--- config.mk ---
export PLATFORM = sky130hd
export DESIGN_NAME = gen_layer_sequencer
export DESIGN_NICKNAME = d
export VERILOG_FILES = /design/src/rtl/gan_ctrl_pkg.sv /design/src/rtl/gen_seq_watchdog.sv /design/src/rtl/gen_layer_sequencer.sv
export SDC_FILE = /design/constraint.sdc
export NUM_CORES = 1
export LEC_CHECK = 0
export ABC_CLOCK_PERIOD_IN_PS = 1800
export BUFFER_PORTS_ARGS = -buffer_cell sky130_fd_sc_hd__buf_2
export CAP_MARGIN = 10
export CORE_ASPECT_RATIO = 1.4
export CORE_MARGIN = 4
export CORE_UTILIZATION = 51
export DETAILED_ROUTE_END_ITERATION = 10
export PLACE_DENSITY = 0.79
export SYNTH_ARGS = -nofsm -noshare
export SYNTH_HDL_FRONTEND = slang
export SYNTH_SLANG_ARGS = --single-unit
--- constraint.sdc ---
create_clock -name clk -period 1.8 [get_ports clk]
set_input_delay 0.18 -clock clk [delete_from_list [all_inputs] [get_ports clk]]
set_output_delay 0.18 -clock clk [all_outputs]
set_load 0.1 [all_outputs]
--- src/rtl/gan_ctrl_pkg.sv ---
// Shared types and constants for the GAN frame-control blocks.
package gan_ctrl_pkg;
   typedef enum logic [2:0] {S_IDLE, S_LAUNCH, S_WAIT, S_FINISH, S_ERROR} seq_state_t;
   localparam int FRAME_CNT_W     = 16;
   localparam int DEFAULT_TIMEOUT = 65536;
endpackage

--- src/rtl/gen_seq_watchdog.sv ---
// Per-layer wait counter: saturating count of WAIT cycles with a timeout flag.
module gen_seq_watchdog
   import gan_ctrl_pkg::*;
#(
   parameter int TIMEOUT_CYCLES = DEFAULT_TIMEOUT
) (
   input  logic clk,
   input  logic rst_n,
   input  logic clr,
   input  logic en,
   output logic timeout
);
   localparam int CNT_W = $clog2(TIMEOUT_CYCLES);
   localparam logic [CNT_W-1:0] LIMIT = CNT_W'(TIMEOUT_CYCLES - 1);

   logic [CNT_W-1:0] wait_cnt;

   // Saturates at all-ones so a stuck engine can never wrap back below LIMIT.
   always_ff @(posedge clk or negedge rst_n) begin
      if (!rst_n)
         wait_cnt <= '0;
      else if (clr)
         wait_cnt <= '0;
      else if (en && wait_cnt != '1)
         wait_cnt <= wait_cnt + 1'b1;
   end

   assign timeout = (wait_cnt == LIMIT);
endmodule

--- src/rtl/gen_layer_sequencer.sv ---
// Frame sequencer for the generator layer engines: start/done handshakes, watchdog, frame count.
// Optional GEN_SEQ_PERF_CNT_EN adds a frame_cycles latency counter output.
module gen_layer_sequencer
   import gan_ctrl_pkg::*;
#(
   parameter int NUM_LAYERS     = 3,
   parameter int TIMEOUT_CYCLES = DEFAULT_TIMEOUT,
   parameter int IDX_W          = 3
) (
   input  logic                   clk,
   input  logic                   rst_n,
   input  logic                   start,
   input  logic                   abort,
   output logic [NUM_LAYERS-1:0]  layer_start,
   input  logic [NUM_LAYERS-1:0]  layer_done,
   output logic                   busy,
   output logic [IDX_W-1:0]       active_layer,
   output logic                   done,
   output logic                   error,
   output logic [IDX_W-1:0]       err_layer,
   output logic [FRAME_CNT_W-1:0] frame_count
`ifdef GEN_SEQ_PERF_CNT_EN
   ,
   output logic [31:0]            frame_cycles
`endif
);
   localparam logic [IDX_W-1:0]      LAST   = IDX_W'(NUM_LAYERS - 1);
   localparam logic [NUM_LAYERS-1:0] LS_ONE = {{(NUM_LAYERS-1){1'b0}}, 1'b1};

   seq_state_t       state;
   logic [IDX_W-1:0] idx;
   logic             timeout;

   gen_seq_watchdog #(.TIMEOUT_CYCLES(TIMEOUT_CYCLES)) u_wdog (
      .clk     (clk),
      .rst_n   (rst_n),
      .clr     (state != S_WAIT),
      .en      (state == S_WAIT),
      .timeout (timeout)
   );

   always_ff @(posedge clk or negedge rst_n) begin
      if (!rst_n) begin
         state        <= S_IDLE;
         idx          <= '0;
         layer_start  <= '0;
         busy         <= 1'b0;
         active_layer <= '0;
         done         <= 1'b0;
         error        <= 1'b0;
         err_layer    <= '0;
         frame_count  <= '0;
      end else begin
         layer_start <= '0;
         done        <= 1'b0;
         if (abort) begin
            state        <= S_IDLE;
            idx          <= '0;
            busy         <= 1'b0;
            active_layer <= '0;
            error        <= 1'b0;
            err_layer    <= '0;
         end else begin
            case (state)
               S_IDLE, S_ERROR: if (start) begin
                  state        <= S_LAUNCH;
                  idx          <= '0;
                  layer_start  <= LS_ONE;
                  busy         <= 1'b1;
                  active_layer <= '0;
                  error        <= 1'b0;
                  err_layer    <= '0;
               end
               S_LAUNCH: state <= S_WAIT;
               S_WAIT: begin
                  // A done on the timeout cycle still counts as completion.
                  if (layer_done[idx]) begin
                     if (idx == LAST) begin
                        state       <= S_FINISH;
                        done        <= 1'b1;
                        frame_count <= frame_count + FRAME_CNT_W'(1);
                     end else begin
                        state        <= S_LAUNCH;
                        idx          <= idx + 1'b1;
                        active_layer <= idx + 1'b1;
                        layer_start  <= LS_ONE << (idx + 1'b1);
                     end
                  end else if (timeout) begin
                     state        <= S_ERROR;
                     error        <= 1'b1;
                     err_layer    <= idx;
                     busy         <= 1'b0;
                     active_layer <= '0;
                  end
               end
               S_FINISH: begin
                  state        <= S_IDLE;
                  idx          <= '0;
                  busy         <= 1'b0;
                  active_layer <= '0;
               end
               default: state <= S_IDLE;
            endcase
         end
      end
   end

`ifdef GEN_SEQ_PERF_CNT_EN
   logic [31:0] perf_cnt;
   logic        go, last_hit;

   assign go       = !abort && start && (state == S_IDLE || state == S_ERROR);
   assign last_hit = !abort && state == S_WAIT && layer_done[idx] && idx == LAST;

   // perf_cnt reads 1 in the layer-0 LAUNCH cycle; +1 folds in the FINISH cycle.
   always_ff @(posedge clk or negedge rst_n) begin
      if (!rst_n) begin
         perf_cnt     <= '0;
         frame_cycles <= '0;
      end else begin
         if (go)
            perf_cnt <= 32'd1;
         else if (busy)
            perf_cnt <= perf_cnt + 32'd1;
         if (last_hit)
            frame_cycles <= perf_cnt + 32'd1;
      end
   end
`endif
endmodule

==> metrics.csv <==
metric,value,unit
Area Overhead vs Synth,22.5,%
Clock transition at path regs,0.09,ns
vias in the first global route,1974,
Final ANT Viol Nets,0,
Leak Pwr,0.00149,uW
ys flop type,dfrtp_1,
crit-path cells,"nor3b_4, nand2b_1, or3_1, nand3_1, a22o_1",
"count leader, synth",dfrtp_1,
Pre-Repair DR Iteration Count,4,
HP Start,abort,
pin slew with the least headroom to its limit,0.555,ns
Clock Skew,0.00454,ns
fin worst setup slack,0.0932,ns
starting DRC count in detailed routing,124,
antenna diode instance count,0,
GRT overflow,0,
Die W,67.2,um
Post-synth ARST share,100,%
drt total wl,5140,um
CTS tree,done,
pwr/cell area,678,nW/um^2
endpoints failing hold,0,
initial antenna violation count,0,
count of pins over their slew limit,0,
critical path's largest stage delay,0.50,ns
hpwl dp,3840,um
Mapped Cells,238,
register area share after synthesis,49.9,%
Syn Nets,252,
cell taking the most area after synthesis,dfrtp_1,
DRC errors left,0,
area occupied by multi-input gates,1240,sq um
crit path from,state[0],
WP buf/inv,0,
setup TNS,0,ns
Synth top cells by count,"50 x dfrtp_1, 30 x nor2_1, 16 x xnor2_1",
Post-synth EDFFs,0,
port bufs,34,
Max-slew headroom,63.0,%
via-per-instance ratio,5.36,
Mean Syn Cell Area,10.5,sq um
layout cells sized above 1,31.8,%
worst reg2reg path startpoint,state[0],
Top delay family on crit path,simple AND/OR/NAND/NOR gates,
"worst slack, placed",0.00935,ns
worst hold path type,in -> reg,
maximum vdd drop,0.392,mV
crit share post-route,94.8,%
largest net degree at the start of global routing,28,
cell area after placement,2910,sq um
"Setup violations, final",0,
sequential cell area,1260,sq um
core box area,4640,sq um
post-synth top area share,49.9,%
Final min period,1.71,ns
Synth Warn #,0,
num rows,29,
GRT Total Usage,17.9,%
GP Congestion,0.875,
Synth cell types,49,
CP max-delay cell,dfrtp_1,
via count,1935,
Top Ports,35,
global-route wire length before repair,8650,um
Setup crit end kind,register,
Crit Path Class,reg -> reg,
Root Buffer,clkbuf_8,
fillcell total,388,
CP max FO,7,
status,finished clean,
Die Area,6120,sq um
Seq cells post-synth,50,
crit path DAT,1.95,ns
Die H,90.9,um
clk_lat worst skew,0.29,ns
nets@finish,312,
cell area after layout,3070,sq um
achievable frequency,586,MHz
max-cap viol count,0,
Worst setup SP type,register,
Post-Syn Area,2510,sq um
RSZ-0062 raised after global routing,yes,
CTS sink cnt,50,
routed length per instance,14.2,um
starting density of the core,54.0,%
Inserted Clock Buffers,5,
H-tree depth,2,
Synth area leaders,"dfrtp_1 50%, xnor2_1 5.6%, nor2_1 4.5%, ha_1 3.5%, xor2_1 3.1%",
CP required,2.04,ns
Clock Tree Buf Depth,2,
==> what timing repair did <==
item                                   in CTS  in global routing
hold buffers                                1                  0
gates resized for setup                     0                  8
pin swaps                                   1                  4
setup buffers                               1                  1
setup endpoints to repair                   3                 20
endpoints found under the hold margin      23                  0
==> kinds of logic after synthesis <==
| family | Yosys count | share of synthesized area [%] |
|---|---|---|
| AOI/OAI and AO/OA | 27 | 6.89 |
| adders and majority gates | 7 | 3.49 |
| and+or+nand+nor | 113 | 26.8 |
| muxes | 6 | 2.45 |
| xor gates and xnor gates | 25 | 8.74 |
| DFF | 50 | 49.9 |
| buffers and inverters | 10 | 1.70 |
==> cell usage in the layout (no fill, tap or decap), drive strengths merged, types with 2 or more instances in the layout <==
cell type and instances:
a21oi 7, xnor2 16, inv 5, nor4b 3, nor4 3, nor2b 6, ha 7, and2 4
nor2 32, and3 3, buf 57, nand4 11, a21o 3, nand3 12, dfrtp 50, nand2b 3
a211oi 2, nor3 8, mux2i 5, nor3b 3, xor2 9, or3 4, a22o 3, clkbuf 7
o21ai 9, nand2 13, and4 3
==> worst paths after layout <==
check	endpoint	slack (ns)	cells past startpoint
worst max register to register	active_layer[2]	0.09	5
worst min-delay path	state[0]	0.23	2
worst min register to register	frame_count[15]	0.47	1
max in group asynchronous	idx[0]	0.85	3
min in group asynchronous	frame_count[9]	0.41	2
worst max-delay path	active_layer[2]	0.09	5
==> registers in the layout (all words and copies together), names as in the netlist <==
register,count
idx,3
error,1
active_layer,3
err_layer,3
busy,1
u_wdog.wait_cnt,16
done,1
frame_count,16
state,3
layer_start,3
==> metal layers <==
metal	part of all wire [%]	GRT usage [%]
met4	0.84	5.92
met2	55	33.0
met3	3.3	3.33
met1	41	20.0
met5	0	0
==> cell type report <==
class                           instances  share of cell area (%)
Clock buffer                            7                    2.49
Clock inverter                          1                   0.978
Inverter                                5                   0.611
Multi-Input combinational cell        178                    40.3
Sequential cell                        50                    41.2
Tap cell                               62                    2.53
Timing Repair Buffer                   58                    11.9
==> where the power goes <==
group          leakage (uW)  switching, uW  internal [uW]
clock             0.0000524            345            416
combinational      0.000757            120           54.8
sequential         0.000677           12.5           1130
==> through the flow <==
stage,cells,power [uW],hold slack [ns],util [%]
floorplan,238,1270,-0.116,-
global placement,350,1340,0.192,62.7
detailed placement,350,1340,0.200,62.7
CTS,360,2110,0.215,65.4
global route,361,2170,0.242,66.1
finish,361,2080,0.232,66.1
(Power assumes the default switching activity.)
